==> src/rtl/prbs7_checker_sat_counter.sv <==
// Saturating up-counter with synchronous clear; clear wins over increment.
module sat_counter #(
    parameter int W = 16
) (
    input  logic         clk,
    input  logic         rst_n,
    input  logic         inc,
    input  logic         clr,
    output logic [W-1:0] q
);

    logic [W-1:0] q_reg;
    logic [W-1:0] q_next;

    always_comb begin
        q_next = q_reg;
        if (clr) begin
            q_next = '0;
        end else if (inc && (q_reg != '1)) begin
            q_next = q_reg + W'(1);
        end
    end

    always_ff @(posedge clk or negedge rst_n) begin
        if (!rst_n) begin
            q_reg <= '0;
        end else begin
            q_reg <= q_next;
        end
    end

    assign q = q_reg;

endmodule

==> config.mk <==
export PLATFORM = sky130hd
export DESIGN_NAME = sat_counter
export DESIGN_NICKNAME = d
export VERILOG_FILES = /design/src/rtl/prbs7_checker_sat_counter.sv
export SDC_FILE = /design/constraint.sdc
export NUM_CORES = 1
export LEC_CHECK = 0
export ABC_CLOCK_PERIOD_IN_PS = 2400
export CORE_ASPECT_RATIO = 0.9
export CORE_MARGIN = 2
export CORE_UTILIZATION = 45
export DETAILED_ROUTE_END_ITERATION = 10
export GPL_ROUTABILITY_DRIVEN = 0
export GPL_TIMING_DRIVEN = 0
export HOLD_SLACK_MARGIN = 0.06
export PLACE_DENSITY_LB_ADDON = 0.3
export SYNTH_ARGS = -nofsm -noshare
export SYNTH_HDL_FRONTEND = slang
export SYNTH_SLANG_ARGS = --single-unit
==> constraint.sdc <==
create_clock -name clk -period 2.4 [get_ports clk]
set_input_delay 0.24 -clock clk [delete_from_list [all_inputs] [get_ports clk]]
set_output_delay 0.24 -clock clk [all_outputs]
set_load 0.02 [all_outputs]
# ---- Word-level counts from Yosys, hierarchy flattened
# Cells that the tools add are included.
dict set report word_totals {
  input_bits 4
  mem_count 0
  reg_bits 16
  latchBits 0
  mem_bits_ro 0
  mem_bits_rw 0
  elab_cells 7
}
dict set report classes {
  n_addsub 1
  order_cmp 0
  reduce_logical 2
  n_eq_ne 1
  shifts 0
  mux 2
  n_bitwise 0
  div_mod_pow 0
  multipliers 0
}
# operator n
set ops {}
lappend ops {{16-bit two-way mux} 2}
lappend ops {{16-bit by 1-bit adder with 16-bit output, second input constant} 1}
lappend ops {{16-bit inequality test, second input constant} 1}
lappend ops {{2-bit nonzero test} 1}
lappend ops {{1-bit logical AND} 1}

# ---- Logic depth before layout (Yosys ltp)
# Gate-level depths: netlist of run 1.
dict set report logic_depth {
  depth_word 4
  mapped_depth 6
  depth_no_buf 5
}

# ---- Least setup slack after synthesis of run 1
# No wires, ideal clock.
dict set report synth_path {
  path_kind {register -> register}
  start {register q_reg[0], in the netlist q[0]}
  end {register q_reg[15], in the netlist q[15]}
  path_slack_ns 0.517
  period_less_slack_ns 1.883
  n_path_buf 0
  arrival_ns 1.756
  t_required_ns 2.272
  path_stages_with_launch 6
  setup_time_ns 0.128
  cell_sequence {dfrtp_1 > ha_1 > nand4_2 > nor4_4 > nor4_1 > mux2_1}
}
dict set report synth_between {
  elab_chain_cells 3
  word_cells_on_any_way 6
}
# item line
set synth_rtl {}
lappend synth_rtl {{from (decl)} 12} ;# logic [W-1:0] q_reg;
lappend synth_rtl {{from (signal assigned)} 28} ;# q_reg <= q_next;
lappend synth_rtl {{16-bit by 1-bit adder with 16-bit output / 16-bit inequality test (equally long branches)} {20, 19}}
lappend synth_rtl {{16-bit two-way mux / 1-bit logical AND (equally long branches)} 19} ;# end else if (inc && (q_reg != '1)) begin
lappend synth_rtl {{16-bit two-way mux / 2-bit nonzero test (equally long branches)} -}
# Parallel ways exist; a longest one is shown, timed or not. The select of a mux whose other input is x is not followed.
# A chain may end at the register's enable or synchronous reset.

# ---- Final worst setup path of run 1
# Same ends and word-level chain as after synthesis.

==> results of run 1 <==
==> per-layer routing <==
layer / GRT usage (%) / vias up / share of wire, %
met3: 7.500 / 4 / 6.4
li1: - / 434 / -
met5: 0 / - / 0
met2: 31.14 / 38 / 46
met4: 7.692 / 0 / 1.3
met1: 28.85 / 441 / 46
==> critical path, delay by kind of cell, from the launching register on <==
family | cells | cell delay [ps]
adder cells (fa/ha/maj) | 1 | 260
multiplexers | 1 | 340
flip-flops | 1 | 440
AND/OR/NAND/NOR | 3 | 910
==> worst min-delay path by stage <==
stage,start,end,slack (ps),depth (start not counted)
finish,rst_n,q[11],370,1
global route,rst_n,q[11],420,1
CTS,rst_n,q[11],390,1
detailed placement,q[14],q[14],580,2
global placement,q[14],q[14],570,2
floorplan,rst_n,q[0],-60,0
==> placed cells by master (no fill, tap or decap), types with 2 or more instances in the layout <==
cell type / netlist / layout
nand2_1: 6 / 6
inv_1: 3 / 3
clkbuf_1: 4 / 4
o31ai_1: 7 / 7
or4_2: 2 / 2
clkbuf_4: 0 / 3
nand3_1: 3 / 3
nor4_1: 4 / 4
nor2_1: 4 / 4
clkdlybuf4s50_1: 0 / 19
mux2_1: 4 / 4
and3_1: 2 / 2
dfrtp_1: 16 / 16
and4_2: 2 / 2
a21oi_1: 11 / 11
nand4_1: 6 / 6
or3_1: 2 / 2
nor2b_1: 4 / 4
o21ai_1: 3 / 3
or4_1: 5 / 5
==> cell type report <==
cell class / count / area (sq um) / area share (%)
Multi-Input combinational cell: 74 / 504.2 / 42.02
Tap cell: 25 / 31.28 / 2.607
Sequential cell: 16 / 400.4 / 33.37
Timing Repair Buffer: 19 / 190.2 / 15.85
Buffer: 5 / 26.28 / 2.190
Inverter: 3 / 11.26 / 0.9385
Clock buffer: 4 / 36.28 / 3.024
==> cells by family after synthesis <==
| logic type | Yosys count | synth area share (%) |
|---|---|---|
| AO/OA/AOI/OAI | 24 | 16.20 |
| adder cells (fa/ha/maj) | 1 | 1.328 |
| buffers and inverters | 8 | 3.983 |
| flip-flops | 16 | 42.50 |
| multiplexers | 4 | 4.781 |
| AND/OR/NAND/NOR | 45 | 31.21 |
==> stage by stage <==
step	hold slack, ps	area, sq um	setup WS (ps)
after floorplan	-55.59	942.2	516.6
after global placement	573.1	1164	378.9
after detailed placement	580.7	1164	349.9
after CTS	393.9	1200	363.2
after global routing	420.2	1200	193.1
final	366.9	1200	333.2
==> power by group through the flow <==
stage | Sequential [uW] | Clock [uW] | Combinational, uW
after global routing | 276 | 200 | 43.8
after CTS | 275 | 186 | 40.1
after global placement | 280 | 0 | 39.1
final | 275 | 182 | 39.7
after floorplan | 283 | 0 | 15.2
after detailed placement | 280 | 0 | 40.0
==> impl_metrics.toml, run 1 <==
[power_and_ir_drop]
fin_total_pwr_uw = 496.5
power.switching_uw = 118.1
peakVddDrop_mv = 0.2980
power.leakage_uw = 0.0004695
intPower_uw = 378.4
combPwrFrac_pct = 8.0
power_density_nw_per_um2 = 413.8
seqPwrFrac_pct = 55.4
p_sw_share_pct = 23.79
p_clk_share_pct = 36.6

[outcome]
outcome = "finished, final reports clean"

[sta]
slew_viol_final = 0
hold_viol = 0
tns_ps = 0
fin_crit_sh_pct = 86.12
fin_crit_ps = 2067
finalSetupViolCount = 0
finClkSkew_ps = 4.118
timing.slew.headroom_pct = 52.31
tightest_slew_ps = 713.1
rsz0062_at_grt = "no"
fmax_ghz = 0.4838

[logic_synthesis]
yosysUniqueCellTypes = 28
yosysWarnings = 0
synth_area_leaders = "dfrtp_1, a21oi_1, o31ai_1"
synth-edff-count = 0
ys_ff_latch = 16
synth_top_area_share_pct = 42.50
synth_area_sq_um = 942.2
synth.largest_area_cell = "dfrtp_1"
postSynthAreaPerCell_sq_um = 9.614
synth_common_cells = "dfrtp_1, a21oi_1, o31ai_1"
synth_top_flop_cell = "dfrtp_1"
synth-seq-area-share_pct = 42.50
synth_most_common_cell = "dfrtp_1"
syn_inst = 98
ys_async_sr_fraction_pct = 100.0
synth_fp_nets = 103

[global_route]
grt_usage_pct = 21.04
grt_overflow_total = 0
grt_max_degree = 17
grt_pass1_vias = 804
antenna_found_initial = 0
grt_pass1_wl_mm = 3.719

[worst_setup_path]
critical_path.reg2reg.endpoint = "q[15]"
ff2ff_setup_slack_ps = 330
end_kind = "flip-flop"
crit_path_top_delay_cell = "nor4_4"
crit_arrival_ps = 2240
startpoint = "q[0]"
worstReg2RegStart = "q[0]"
cp_max_fo = 10
cpPeakStageDelay_ps = 580
critPathLaunchType = "flip-flop"
worstSetupPathType = "flip-flop to flip-flop"
path_cells = "ha_1 > nand4_2 > nor4_4 > nor4_1 > mux2_1"
reg2reg_depth = 5
crit_end = "q[15]"
cp_data_required_time_ps = 2580

[cells_and_area]
num-fill-cells = 172
fin_util_pct = 61.47
largest_reg_flops = 16
finalNonFillerCells = 146
area_growth_pct = 27.36
n_antenna_cell = 0
final_net_count = 127
drive_above_1_share_pct = 11.57

[detailed_routing]
drtPass1Iterations = 4
routed_wl_mm = 2.312
route.detailed.drc = 0
vias = 917
via_per_inst = 6.281
detail-route-antenna-nets = 0
wire_per_inst_microns = 15.84
drtIter0Drc = 31

[cts]
clockBufferDepth = 2
cts_setup_buffers = 0
clock-root-buffer = "clkbuf_4"
clkSinkCount = 16
cts_buffers = 3
hold_buffers = 0
cts_tree = "done"
clk_pin_slew_ps = 100
htree_levels = 1
insertion_delay_ps = 290
cts_resized = 0

[floorplan]
fp.dieArea_sq_um = 2476
rows = 15
chipWidth_microns = 52.23
pin_count = 20
core_area_sq_um = 1952
start_util_pct = 48.27
die_h_microns = 47.41

[placement]
hpwl_mm = 1.644
port_buffers = 19
place_inst = 142

[run]
maxCapViolCount = 0

[hold_path]
min_path_type = "input pin to async pin"
No activity file was read; power rests on OpenSTA's default activity.
==> run 2, diff against run 1 <==
- CORE_UTILIZATION: 45 -> 49
- SLEW_MARGIN: not set -> 20
==> run 2 against run 1 <==
- non-clock buffer count unchanged
- cell count is the same
- sequential share of layout area unchanged
- combinational power rose by 2%
- register-to-register slack better by 50 ps
- first-iteration DRC count rose by 65%
- setup slack better by 45 ps
- critical path depth unchanged
- worst hold slack improved by 3.7 ps
- critical path type unchanged
==> impl_metrics.toml, run 2 (synthesis gave the netlist of run 1 again) <==
[sta]
hold_viol = 0
rsz0062_at_grt = "no"
worst_slack_ps = 378.5
fmax_ghz = 0.4947
fin_crit_ps = 2022
fin_crit_sh_pct = 84.23
finalSetupViolCount = 0
timing.slew.headroom_pct = 51.47
tightest_slew_ps = 725.6
slew_viol_final = 0
finClkSkew_ps = 6.456
tns_ps = 0

[cts]
clk_pin_slew_ps = 100
clockBufferDepth = 2
cts_tree = "done"
insertion_delay_ps = 290
hold_buffers = 0
cts_setup_buffers = 0
clock-root-buffer = "clkbuf_4"
htree_levels = 1
cts_resized = 0
clkSinkCount = 16
cts_buffers = 3

[floorplan]
chipWidth_microns = 50.22
core_area_sq_um = 1858
start_util_pct = 50.71
die_h_microns = 45.60
rows = 15
fp.dieArea_sq_um = 2290
pin_count = 20

[worst_setup_path]
critical_path.reg2reg.endpoint = "q[15]"
critPathLaunchType = "flip-flop"
reg2reg_depth = 5
worstSetupPathType = "flip-flop to flip-flop"
crit_arrival_ps = 2200
worstReg2RegStart = "q[0]"
end_kind = "flip-flop"
ff2ff_setup_slack_ps = 380
cpPeakStageDelay_ps = 580
cp_data_required_time_ps = 2580
path_cells = "ha_1 > nand4_2 > nor4_4 > nor4_1 > mux2_1"
crit_path_top_delay_cell = "nor4_4"
cp_max_fo = 10

[cells_and_area]
final_common_cell = "clkdlybuf4s50_1"
final_net_count = 127
area_growth_pct = 27.36
largest_reg_flops = 16
fin_area_sq_um = 1200
final_cell_mix = "clkdlybuf4s50_1, dfrtp_1, a21oi_1"
drive_above_1_share_pct = 11.57
n_antenna_cell = 0

[global_route]
grt_usage_pct = 22.57
grt_pass1_vias = 832
grt_max_degree = 17
antenna_found_initial = 0
grt_pass1_wl_mm = 3.815
grt_overflow_total = 0

[detailed_routing]
route.detailed.drc = 0
drtIter0Drc = 51
detail-route-antenna-nets = 0
via_per_inst = 6.562
wire_per_inst_microns = 17.01
drtPass1Iterations = 4
routed_wl_mm = 2.484
vias = 958

[power_and_ir_drop]
power_density_nw_per_um2 = 416.2
fin_total_pwr_uw = 499.4
peakVddDrop_mv = 0.2750
power.leakage_uw = 0.0004695

[placement]
port_buffers = 19
post-place-ws_ps = 332.4
hpwl_mm = 1.702
placed_area_sq_um = 1164

[hold_path]
min_path_type = "input pin to async pin"

[run]
maxCapViolCount = 0

[outcome]
outcome = "finished, final reports clean"
==> run 2: cell counts in the layout (fill, tap and decap cells not counted) <==
Identical to the previous run, type by type.
==> run 2: stage by stage <==
| stage | instances | utilization [%] | hold slack (ps) |
|---|---|---|---|
| 6_report | 146 | 64.58 | 370.6 |
| 5_1_grt | 146 | 64.58 | 437.9 |
| 4_1_cts | 146 | 64.58 | 411.6 |
| 3_5_place_dp | 142 | 62.63 | 597.8 |
| 3_3_place_gp | 142 | 62.63 | 571.6 |
| 2_1_floorplan | 98 | - | -55.59 |
==> run 2: routing by layer <==
| layer | vias to the layer above | share of wire, % | GRT usage, % |
|---|---|---|---|
| met5 | - | 0 | 0 |
| met1 | 457 | 41 | 29.52 |
| met3 | 9 | 9.6 | 4.934 |
| met2 | 64 | 47 | 35.79 |
| met4 | 0 | 2.5 | 11.11 |
| li1 | 428 | - | - |
==> run 2: worst max path at each step <==
stage,startpoint,to,slack (ps),cells after the start
finish,q[0],q[15],380,5
global route,q[0],q[15],280,5
CTS,q[0],q[15],400,5
detailed placement,inc,q[8],330,6
global placement,inc,q[3],400,5
floorplan,q[0],q[15],520,5
==> run 2: worst max-delay path, delay by kind of cell (launching register included) <==
kind	cells	cell delay, ps
adders and majority gates	1	260
and+or+nand+nor	3	880
DFF	1	440
muxes	1	330
==> run 2: report_power, final <==
group | switching (uW) | total, uW | internal, uW
Clock | 91.3 | 184 | 92.3
Sequential | 3.57 | 275 | 272
Combinational | 26.3 | 40.4 | 14.1
Total | 121 | 499 | 378
==> run 2: final cells by class <==
type / count / area (sq um)
repair buffers: 19 / 190.2
multi-input cells: 74 / 504.2
well taps: 25 / 31.28
clock buffers: 4 / 36.28
flip-flops and latches: 16 / 400.4
fillers: 149 / 658.1
inverters: 3 / 11.26
plain buffers: 5 / 26.28
